--- src/rtl/alu_pkg.sv ---
// -----------------------------------------------------------------------------
// alu_pkg
// Shared definitions for the execute/writeback stage: opcode width, opcode
// encodings and the stage FSM state type.
// Ports: none (package).
// Optional feature macro used by importers: ALU_STAGE_MUL_EN.
// -----------------------------------------------------------------------------
package alu_pkg;

  localparam int OP_WIDTH = 4;

  // Encodings 10..15 are undefined and raise op_err in the stage.
  typedef enum logic [OP_WIDTH-1:0] {
    OP_ADD  = 4'd0,
    OP_SUB  = 4'd1,
    OP_AND  = 4'd2,
    OP_OR   = 4'd3,
    OP_XOR  = 4'd4,
    OP_SHL  = 4'd5,
    OP_SHR  = 4'd6,
    OP_SLTU = 4'd7,
    OP_MUL  = 4'd8,
    OP_MOV  = 4'd9
  } op_e;

  typedef enum logic [2:0] {
    ST_IDLE = 3'd0,
    ST_READ = 3'd1,
    ST_EXEC = 3'd2,
    ST_MUL  = 3'd3,
    ST_WB   = 3'd4
  } state_e;

endpackage

--- src/rtl/shift_add_mul.sv ---
// -----------------------------------------------------------------------------
// shift_add_mul
// Iterative shift-add multiplier returning the low DATA_WIDTH bits of a*b.
// One bit of b is consumed per cycle; a start pulse loads the operands and
// done_o is asserted during the DATA_WIDTH-th step, with product_o carrying
// the finished product in that same cycle (it is the accumulator's next value).
// Only instantiated by alu_stage when ALU_STAGE_MUL_EN is defined.
// Ports:
//   clock      in   clock, all state on posedge
//   reset_n    in   asynchronous active-low reset
//   start_i    in   load operands and begin a multiply
//   a_i, b_i   in   operands (DATA_WIDTH)
//   done_o     out  final step in progress; product_o is valid
//   product_o  out  low DATA_WIDTH bits of the product
// -----------------------------------------------------------------------------
module shift_add_mul #(
  parameter int DATA_WIDTH = 8
) (
  input  logic                  clock,
  input  logic                  reset_n,
  input  logic                  start_i,
  input  logic [DATA_WIDTH-1:0] a_i,
  input  logic [DATA_WIDTH-1:0] b_i,
  output logic                  done_o,
  output logic [DATA_WIDTH-1:0] product_o
);

  localparam int CW = $clog2(DATA_WIDTH);
  localparam logic [CW-1:0] LAST_STEP = CW'(DATA_WIDTH - 1);

  logic [DATA_WIDTH-1:0] addend_q;  // a, shifted left once per step
  logic [DATA_WIDTH-1:0] scan_q;    // b, shifted right once per step
  logic [DATA_WIDTH-1:0] acc_q;
  logic [DATA_WIDTH-1:0] acc_d;
  logic [CW-1:0]         count_q;
  logic                  active_q;

  always_comb begin
    acc_d = acc_q;
    if (scan_q[0]) begin
      acc_d = acc_q + addend_q;
    end
  end

  assign done_o    = active_q && (count_q == LAST_STEP);
  assign product_o = acc_d;

  always_ff @(posedge clock or negedge reset_n) begin
    if (!reset_n) begin
      addend_q <= '0;
      scan_q   <= '0;
      acc_q    <= '0;
      count_q  <= '0;
      active_q <= 1'b0;
    end else if (start_i) begin
      addend_q <= a_i;
      scan_q   <= b_i;
      acc_q    <= '0;
      count_q  <= '0;
      active_q <= 1'b1;
    end else if (active_q) begin
      acc_q    <= acc_d;
      addend_q <= addend_q << 1;
      scan_q   <= scan_q >> 1;
      count_q  <= count_q + 1'b1;
      if (count_q == LAST_STEP) begin
        active_q <= 1'b0;
      end
    end
  end

endmodule

--- src/rtl/alu_stage.sv ---
// -----------------------------------------------------------------------------
// alu_stage
// Execute/writeback stage between the register file read ports and its write
// port. Accepts one instruction per handshake in IDLE, drives registered read
// addresses, waits one cycle for the register file's registered read, then
// computes the result (single cycle, or iterative multiply) and issues a
// one-cycle write.
// Optional feature: define ALU_STAGE_MUL_EN to enable opcode 8 (MUL) through
// the shift_add_mul sub-module. Without it opcode 8 is undefined.
// Ports:
//   clock, reset_n                    clock / asynchronous active-low reset
//   in_valid, in_ready                instruction handshake (ready = IDLE)
//   in_op, in_src1, in_src2, in_dst   instruction fields
//   r1_addr, r2_addr                  registered register-file read addresses
//   r1_data, r2_data                  register-file read data
//   write_addr, write_data, write_ctrl registered register-file write port
//   busy                              high in every state except IDLE
//   op_err                            one-cycle pulse on an undefined opcode
// -----------------------------------------------------------------------------
module alu_stage
  import alu_pkg::*;
#(
  parameter int ADDR_WIDTH = 8,
  parameter int DATA_WIDTH = 8
) (
  input  logic                  clock,
  input  logic                  reset_n,
  input  logic                  in_valid,
  output logic                  in_ready,
  input  logic [OP_WIDTH-1:0]   in_op,
  input  logic [ADDR_WIDTH-1:0] in_src1,
  input  logic [ADDR_WIDTH-1:0] in_src2,
  input  logic [ADDR_WIDTH-1:0] in_dst,
  output logic [ADDR_WIDTH-1:0] r1_addr,
  output logic [ADDR_WIDTH-1:0] r2_addr,
  input  logic [DATA_WIDTH-1:0] r1_data,
  input  logic [DATA_WIDTH-1:0] r2_data,
  output logic [ADDR_WIDTH-1:0] write_addr,
  output logic [DATA_WIDTH-1:0] write_data,
  output logic                  write_ctrl,
  output logic                  busy,
  output logic                  op_err
);

  localparam logic [DATA_WIDTH-1:0] DW_CONST = DATA_WIDTH'(DATA_WIDTH);

  state_e                state_q;
  logic [OP_WIDTH-1:0]   op_q;
  logic [ADDR_WIDTH-1:0] dst_q;
  logic [ADDR_WIDTH-1:0] r1_addr_q;
  logic [ADDR_WIDTH-1:0] r2_addr_q;
  logic [ADDR_WIDTH-1:0] write_addr_q;
  logic [DATA_WIDTH-1:0] write_data_q;
  logic                  write_ctrl_q;
  logic                  op_err_q;

  logic [DATA_WIDTH-1:0] alu_res_d;
  logic                  alu_def_d;
  logic [DATA_WIDTH-1:0] shamt;

  // Handshake and status are pure state decodes: no path from in_valid.
  assign in_ready   = (state_q == ST_IDLE);
  assign busy       = (state_q != ST_IDLE);
  assign r1_addr    = r1_addr_q;
  assign r2_addr    = r2_addr_q;
  assign write_addr = write_addr_q;
  assign write_data = write_data_q;
  assign write_ctrl = write_ctrl_q;
  assign op_err     = op_err_q;

  assign shamt = r2_data % DW_CONST;

  // Single-cycle datapath, evaluated while in EXEC. MUL is not handled here,
  // so it decodes as undefined unless the multiplier path intercepts it.
  always_comb begin
    alu_res_d = '0;
    alu_def_d = 1'b1;
    case (op_q)
      OP_ADD:  alu_res_d = r1_data + r2_data;
      OP_SUB:  alu_res_d = r1_data - r2_data;
      OP_AND:  alu_res_d = r1_data & r2_data;
      OP_OR:   alu_res_d = r1_data | r2_data;
      OP_XOR:  alu_res_d = r1_data ^ r2_data;
      OP_SHL:  alu_res_d = r1_data << shamt;
      OP_SHR:  alu_res_d = r1_data >> shamt;
      OP_SLTU: alu_res_d = {{(DATA_WIDTH-1){1'b0}}, (r1_data < r2_data)};
      OP_MOV:  alu_res_d = r1_data;
      default: alu_def_d = 1'b0;
    endcase
  end

`ifdef ALU_STAGE_MUL_EN
  logic                  mul_start;
  logic                  mul_done;
  logic [DATA_WIDTH-1:0] mul_product;

  // Operands are captured by the multiplier on the EXEC edge.
  assign mul_start = (state_q == ST_EXEC) && (op_q == OP_MUL);

  shift_add_mul #(
    .DATA_WIDTH (DATA_WIDTH)
  ) u_mul (
    .clock     (clock),
    .reset_n   (reset_n),
    .start_i   (mul_start),
    .a_i       (r1_data),
    .b_i       (r2_data),
    .done_o    (mul_done),
    .product_o (mul_product)
  );
`endif

  always_ff @(posedge clock or negedge reset_n) begin
    if (!reset_n) begin
      state_q      <= ST_IDLE;
      op_q         <= '0;
      dst_q        <= '0;
      r1_addr_q    <= '0;
      r2_addr_q    <= '0;
      write_addr_q <= '0;
      write_data_q <= '0;
      write_ctrl_q <= 1'b0;
      op_err_q     <= 1'b0;
    end else begin
      case (state_q)
        ST_IDLE: begin
          if (in_valid) begin
            op_q      <= in_op;
            dst_q     <= in_dst;
            r1_addr_q <= in_src1;
            r2_addr_q <= in_src2;
            state_q   <= ST_READ;
          end
        end
        ST_READ: begin
          state_q <= ST_EXEC;
        end
        ST_EXEC: begin
          state_q <= ST_WB;
`ifdef ALU_STAGE_MUL_EN
          if (op_q == OP_MUL) begin
            state_q <= ST_MUL;
          end else
`endif
          if (alu_def_d) begin
            write_data_q <= alu_res_d;
            write_addr_q <= dst_q;
            write_ctrl_q <= 1'b1;
          end else begin
            op_err_q <= 1'b1;
          end
        end
`ifdef ALU_STAGE_MUL_EN
        ST_MUL: begin
          if (mul_done) begin
            write_data_q <= mul_product;
            write_addr_q <= dst_q;
            write_ctrl_q <= 1'b1;
            state_q      <= ST_WB;
          end
        end
`endif
        ST_WB: begin
          write_ctrl_q <= 1'b0;
          op_err_q     <= 1'b0;
          state_q      <= ST_IDLE;
        end
        default: begin
          state_q <= ST_IDLE;
        end
      endcase
    end
  end

endmodule
--- config.mk ---
export PLATFORM = sky130hd
export DESIGN_NAME = alu_stage
export DESIGN_NICKNAME = d
export VERILOG_FILES = /design/src/rtl/alu_pkg.sv /design/src/rtl/shift_add_mul.sv /design/src/rtl/alu_stage.sv
export SDC_FILE = /design/constraint.sdc
export NUM_CORES = 1
export LEC_CHECK = 0
export ABC_AREA = 1
export CORE_ASPECT_RATIO = 0.8
export CORE_UTILIZATION = 45
export DETAILED_ROUTE_END_ITERATION = 8
export PLACE_DENSITY = 0.73
export SETUP_SLACK_MARGIN = 0.4
export SKIP_LAST_GASP = 1
export SYNTH_ARGS = -nofsm -noshare
export SYNTH_HDL_FRONTEND = slang
export SYNTH_SLANG_ARGS = --single-unit
--- constraint.sdc ---
create_clock -name clock -period 1.9 [get_ports clock]
set_input_delay 0.38 -clock clock [delete_from_list [all_inputs] [get_ports clock]]
set_output_delay 0.38 -clock clock [all_outputs]
set_load 0.02 [all_outputs]
# Word-level counts from Yosys, hierarchy flattened
# Cells that the tools add are included.
# classes
add_sub_neg,2
n_lt_le_gt_ge,1
n_eq_ne,14
shifts,2
n_mux,8
bitwise_logic,3
n_reduce_logical,9
# op_table
cell,n
8-bit one-hot mux with 9 select lines,1
4-bit by 3-bit == test with 1-bit output (second input constant),4
3-bit one-hot mux with 3 select lines,1
9-bit OR reduction,1
8-bit adder,1
8-bit AND,1
4-bit by 2-bit == test with 1-bit output (second input constant),2
8-bit less-than comparator,1
8-bit bitwise OR,1
2-bit AND reduction,4
8-bit by 3-bit << shifter with 8-bit output,1
8-bit by 3-bit >> shifter with 8-bit output,1
8-bit subtractor,1
8-bit XOR,1
2-bit != test (second input constant),3
4-bit by 1-bit == test with 1-bit output (second input constant),1
4-bit == test (second input constant),1
4-bit logical NOT,1
1-bit one-hot mux with 2 select lines,2
3-bit by 1-bit == test with 1-bit output (second input constant),1
3-bit by 2-bit == test with 1-bit output (second input constant),1
3-bit == test (second input constant),1
3-bit logical NOT,1
1-bit 2-to-1 mux,3
3 further kinds,3
# word_totals
ff_bits,49
output_inout_bits,36
word_cells,48

# Depth between registers and ports, before layout
# Gate-level depths: netlist of run 1.
# depth
word_depth,5
depth_mapped,15
depth_no_buf,12

# Worst setup path after synthesis of run 1
# Ideal clock, no wire load.
# synth_path
path_type,input port to flip-flop
from,input r2_data[2]
to,register write_data_q[7] (netlist: write_data[7])
setup_time_ns,0.113
t_arrival_ns,1.853
required_ns,1.787
slack_ns,-0.065
path_stages,14
path_cell_list,buf_2 inv_1 buf_2 ha_1 buf_2 inv_1 a21oi_1 nand2_1 nand2_1 nand3_1 nand3_1 nand3_1 nand2_1 inv_1
# synth_via
elab_chain_cells,2
elab_cells_between_ends,5
classes_between,2 x add/sub; 2 x shift; 1 x mux
# synth_lines
element,line,rtl
start: declaration,alu_stage.sv:37,"input logic [DATA_WIDTH-1:0] r2_data,"
8-bit subtractor (tied with other cells),alu_stage.sv:80,OP_SUB: alu_res_d = r1_data - r2_data;
8-bit one-hot mux with 9 select lines *,alu_stage.sv:78,case (op_q)
end signal: assignment,alu_stage.sv:146,write_data_q <= alu_res_d;
end: declaration,alu_stage.sv:53,logic [DATA_WIDTH-1:0] write_data_q;
# Mark *: on every way between the ends. The rest lies on a longest branch, timed or not.
# A chain may end at the register's enable or synchronous reset.

# Worst setup path after layout of run 1
# layout_path
from,register op_q[1]
to,register write_data_q[4] (netlist: write_data[4])
# layout_via
elab_chain_cells,4
elab_cells_between_ends,13
classes_between,8 x eq/ne; 2 x mux; 3 x reduce/logical
# layout_lines
element,line,rtl
start: declaration,alu_stage.sv:48,logic [OP_WIDTH-1:0] op_q;
start signal: assignment,alu_stage.sv:128,op_q <= in_op;
4-bit == test (tied with other cells),alu_stage.sv:78,
9-bit OR reduction (no source line),n/a,
1-bit 2-to-1 mux,alu_stage.sv:78,
2-bit AND reduction (no source line),n/a,
# Several ways; a longest one is shown, not always the timed one.

==> results_dict.tcl, run 1 <==
set metrics [dict create \
    grt_pass1_wl_mm 19.8 \
    stdcell_count 814 \
    post-route-util_pct 74.5 \
    dp.cells 779 \
    dp_hpwl_mm 9.78 \
    via_per_inst 5.30 \
    cts_root_buf "clkbuf_8" \
    cts_tree "yes" \
    synth_cell_types 31 \
    syn_area_per_cell_um2 6.68 \
    yosys.cell_count.top_type "nand2_1" \
    cp-end-kind "flop" \
    finalCriticalPeriod_ns 1.63 \
    synth.top_cells.by_area "dfrtp_1, nand2_1, ha_1, nand3_1, inv_1" \
    num_vias 4314 \
    netlist_top_cells_count "nand2_1, nand3_1, inv_1, nor2_1, dfrtp_1" \
    dieArea_mm2 0.00845 \
    dieWidth_um 103 \
    synthCells 545 \
    path_clk_slew_ns 0.09 \
    max_freq_mhz 612 \
    power_density_mw_per_mm2 1140 \
    portBuffers 82 \
    synthFlopType "dfrtp_1" \
    synth_top_area_share_pct 33.7 \
    ys_seq_elements 49 \
    io_pins 83 \
    crit_chain "inv_4 > buf_12 > nor2_4 > nand2_1 > inv_2 > nand2_1 > nand3_1 > nor2_2 > nand3_2 > nor2_2 > nor2_1" \
    synth-seq-area-share_pct 33.7 \
    drv_slew 0 \
    final-hold-violation-count 0 \
    die_y_um 82.4 \
    first_iter_violations 346 \
    crit_slowest_cell "dfrtp_2" \
    arrival_ns 1.83 \
    cts-buffers-inserted 5 \
    routabilityCongestion 0.965 \
    setup_viol 0 \
    antenna_found_initial 0 \
    htree_levels 2 \
    synth_warnings 0 \
    cap_viol_max_count 0 \
    period_share_pct 86.0 \
    grt_overflow_total 0 \
    fin_nets 785 \
    grt_use_total_pct 30.9 \
    status "complete, no violations" \
    rsz0062_at_grt "yes" \
    drt-total-wl_mm 13.7 \
    grt_pass1_vias 3967 \
    syn-num-nets 620 \
    remaining_drc_errors 0 \
    crit_required_ns 2.10 \
    worst_slew_pin_slew_ns 0.614 \
    start_kind "flop" \
    final_area_mm2 0.00566 \
    drive_above_1_share_pct 29.9 \
    netlist_area_mm2 0.00364 \
    clock-sinks 49 \
    slew_headroom_pct 59.0 \
    total_power_w 0.00646 \
    postRouteAntennaNets 0 \
    leakage_nw 2.91 \
    grt_max_degree 50 \
    core_area_mm2 0.00760 \
    slowest_delay_ns 0.45 \
    worstSkewPairLatency_ns 0.31 \
    dr.pass1.iters 5 \
    worst_ir_drop_vdd_mv 0.860 \
    async_reset_ff_share_pct 100 \
    num_rows 28 \
    n_antenna_cell 0 \
    initial_utilization_pct 47.9 \
    dpl_cell_area_mm2 0.00504 \
    wl_per_cell_um 16.9 \
    cp_max_fo 6 \
    syn_to_final_growth_pct 55.7 \
    yosysTopAreaCell "dfrtp_1" \
    min_path_type "in2async" \
    synth-edff-count 0 \
    skew_ns 0.00905 \
    crit_type "reg2reg" \
    clk_path_buf_depth 2 \
]
state kept, by name, indices dropped and copies added (netlist names):
name	count
dst_q	8
r2_addr	8
op_q	4
r1_addr	8
write_ctrl	1
state_q	3
write_data	8
write_addr	8
op_err	1
layout make-up:
type,count,area [um2]
tap,105,131
multi-input combinational,415,2400
timing repair buffer,176,1560
fill,621,1940
clock inverter,1,5.00
clock buffer,5,68.8
inverter,63,267
sequential,49,1230
final timing paths:
path                       depth (start not counted)  slack (ns)        from            end
setup / recovery                                  11        0.27     op_q[1]  write_data[4]
hold / removal                                     2        0.15     reset_n     r2_addr[2]
setup reg to reg                                  11        0.27     op_q[1]  write_data[4]
hold reg to reg                                    2        0.48  r2_addr[7]     r2_addr[7]
max in group asynchronous                          2        1.29     reset_n        op_q[3]
min in group clock                                 2        0.48  r2_addr[7]     r2_addr[7]
critical path, delay by kind of cell (launching register included):
| family | cells | cell delay, ns |
|---|---|---|
| buffers and inverters | 3 | 0.27 |
| DFF | 1 | 0.45 |
| and+or+nand+nor | 8 | 0.79 |
power by group:
group | total [W] | leakage, nW | switching, W | internal, W
Sequential | 0.00185 | 0.597 | 0.000311 | 0.00154
Clock | 0.000575 | 0.0399 | 0.000332 | 0.000243
Combinational | 0.00403 | 2.27 | 0.00240 | 0.00163
cells by family after synthesis:
group / share of synthesized area (%)
fa+ha+maj: 10.0
xor+xnor: 0.241
buf+inv: 9.04
compound gates: 7.84
flops: 33.7
simple gates: 39.1
cell usage in the layout, fill, tap and decap left out, types with 7 or more instances in the layout:
| cell | synthesis | final |
|---|---|---|
| nand3_2 | 0 | 7 |
| dlygate4sd2_1 | 0 | 37 |
| dfrtp_1 | 49 | 45 |
| inv_1 | 50 | 31 |
| buf_6 | 0 | 12 |
| inv_2 | 10 | 24 |
| nor2_1 | 50 | 35 |
| a21oi_1 | 17 | 10 |
| nand3_1 | 63 | 55 |
| a21oi_2 | 0 | 7 |
| o21ai_1 | 8 | 13 |
| o21ai_0 | 19 | 14 |
| buf_4 | 2 | 81 |
| nor2_4 | 3 | 11 |
| ha_1 | 26 | 16 |
| nand2_1 | 189 | 182 |
| ha_4 | 0 | 9 |
| nor2_2 | 3 | 10 |
| nand4_1 | 11 | 11 |
| nand2_2 | 3 | 7 |
| clkdlybuf4s50_1 | 0 | 29 |
through the flow:
step	setup TNS, ns	hold WS [ns]	setup slack [ns]
floorplan	0	0.0844	0.194
global placement	-3.01	0.450	-0.425
detailed placement	-3.23	0.445	-0.479
CTS	0	0.189	0.266
global route	0	0.212	0.222
finish	0	0.148	0.266
per-layer routing:
metal	GRT usage [%]	vias to the layer above	share of wire, %	wire [um]
li1	-	2064	-	-
met1	44.6	2044	44	6060
met2	48.1	187	46	6330
met3	6.73	19	8.3	1140
met4	4.57	0	1.6	216
met5	0	-	0	0
timing repair:
item	4_1_cts	5_1_grt
pin swaps	26	32
hold endpoints to repair	0	0
setup endpoints to repair	44	28
buffers inserted	19	9
gates cloned	0	1
hold buffers	0	0
gates resized for setup	158	53
No activity file was read; power rests on OpenSTA's default activity.
==> run 2, diff against run 1 <==
- CORE_UTILIZATION: 45 -> 51
- PLACE_DENSITY: 0.73 -> 0.81
==> results_dict.tcl, run 2 (same netlist as run 1, synthesis figures left out) <==
set metrics [dict create \
    grt_max_degree 26 \
    drive_above_1_share_pct 34.0 \
    rsz0062_at_grt "yes" \
    cts_tree "yes" \
    fin_tns_setup_ns 0 \
    syn_to_final_growth_pct 57.5 \
    slowest_delay_ns 0.27 \
    final-hold-violation-count 0 \
    clk_path_buf_depth 2 \
    cts_root_buf "clkbuf_8" \
    total_power_w 0.00683 \
    antenna_found_initial 0 \
    dp_hpwl_mm 9.38 \
    pre_cts_ws_ns -0.475 \
    ctsHoldBuffers 0 \
    finalCriticalPeriod_ns 1.79 \
    grt_overflow_total 0 \
    die_y_um 77.5 \
    cap_viol_max_count 0 \
    initial_utilization_pct 52.8 \
    critPathTopFamily "simple AND/OR/NAND/NOR gates" \
    grt_pass1_vias 4202 \
    max_freq_mhz 560 \
    cp-end-kind "flop" \
    dieArea_mm2 0.00748 \
    postRouteAntennaNets 0 \
    dieWidth_um 96.4 \
    routabilityCongestion 0.956 \
    crit_chain "clkdlybuf4s15_2 > inv_4 > ha_4 > buf_4 > nand2_2 > nand3_2 > a21oi_1 > o21ai_0 > nand3_1 > nor2_1 > nor2_1" \
    slew_headroom_pct 60.9 \
    num_rows 27 \
    remaining_drc_errors 0 \
    clock-sinks 49 \
    dp.cells 758 \
    worstSkewPairLatency_ns 0.31 \
    crit_slowest_cell "ha_4" \
    start_kind "input pin" \
    drv_slew 0 \
    via_per_inst 5.92 \
    n_antenna_cell 0 \
    portBuffers 82 \
    leakage_nw 2.92 \
    num_vias 4723 \
    grt_pass1_wl_mm 20.3 \
    drt-total-wl_mm 15.1 \
    cp_num_buf_inv 3 \
    grt_use_total_pct 35.5 \
    skew_ns 0.00890 \
    path_clk_slew_ns 0.10 \
    io_pins 83 \
    htree_levels 2 \
    mostFrequentLayoutCells "nand2_1, buf_4, nand3_1" \
    worst_slew_pin_slew_ns 0.587 \
    worst_ir_drop_vdd_mv 0.913 \
    fin_nets 785 \
    cp_max_fo 6 \
    setup_slack_ns 0.113 \
    first_iter_violations 533 \
    cpMostUsedCell "nor2_1" \
    setup_viol 0 \
    crit_required_ns 2.13 \
    status "complete, no violations" \
    min_path_type "in2async" \
    whs_ns 0.0611 \
    core_area_mm2 0.00689 \
    dr.pass1.iters 6 \
    fillers 393 \
    stdcell_count 798 \
    power_density_mw_per_mm2 1190 \
    crit_type "in2reg" \
    final_common_cell "nand2_1" \
    arrival_ns 2.02 \
    wl_per_cell_um 19.0 \
    cts-buffers-inserted 5 \
    period_share_pct 94.1 \
]
## run 2: cell types whose count changed in the layout (fill, tap and decap cells not counted), sizes merged
cell and delta:
clkbuf +4, dlygate4sd2 -1, bufinv +1, buf -2, clkinv +1, clkdlybuf4s15 -1
## run 2: path summary, 6_finish.rpt
| kind | slack (ns) | start | cells past startpoint | end |
|---|---|---|---|---|
| max in group asynchronous | 1.21 | reset_n | 2 | write_ctrl |
| max reg2reg | 0.14 | op_q[2] | 9 | write_data[2] |
| min reg2reg | 0.48 | dst_q[6] | 2 | write_addr[6] |
| min in group clock | 0.48 | dst_q[6] | 2 | write_addr[6] |
| min | 0.06 | reset_n | 1 | r2_addr[1] |
| max | 0.11 | r2_data[2] | 11 | write_data[3] |
## run 2: area by class of cell
class	instances	area, um2	share of cell area, %
Clock buffer	5	68.8	1.20
Clock inverter	3	43.8	0.764
Inverter	63	260	4.54
Multi-Input combinational cell	415	2510	43.8
Sequential cell	49	1230	21.5
Tap cell	87	109	1.90
Timing Repair Buffer	176	1510	26.3
## run 2: power by group
part / switching (W) / internal (W) / leakage [nW]
Sequential: 0.000319 / 0.00154 / 0.597
Clock: 0.000375 / 0.000395 / 0.0585
Combinational: 0.00256 / 0.00164 / 2.27
## run 2: stage by stage
step | utilization, % | instance area (um2)
after floorplan | - | 3710
after global placement | 72.2 | 4970
after detailed placement | 72.2 | 4970
after CTS | 79.9 | 5510
after global routing | 83.2 | 5730
final | 83.2 | 5730
## run 2: worst reg2reg max path, stage by stage, from the launching register on
cell,delay [ns]
dfrtp_2,0.46
nor2_4,0.27
inv_2,0.09
nor2_4,0.23
nand2_1,0.10
o21ai_1,0.13
nor2_1,0.09
nand3b_1,0.10
nor2_1,0.05
nor2_1,0.16
## run 2: layer usage
layer	GRT usage [%]	share of wire, %	up-vias
met5	0	0	-
met4	9.85	5.6	0
met3	8.24	11	110
met2	55.0	44	361
met1	49.6	39	2198
li1	-	-	2054
## run 2: what timing repair did
| item | CTS | global route |
|---|---|---|
| setup endpoints to repair | 44 | 14 |
| pin swaps | 40 | 36 |
| buffers inserted | 25 | 7 |
| resized for setup | 172 | 61 |
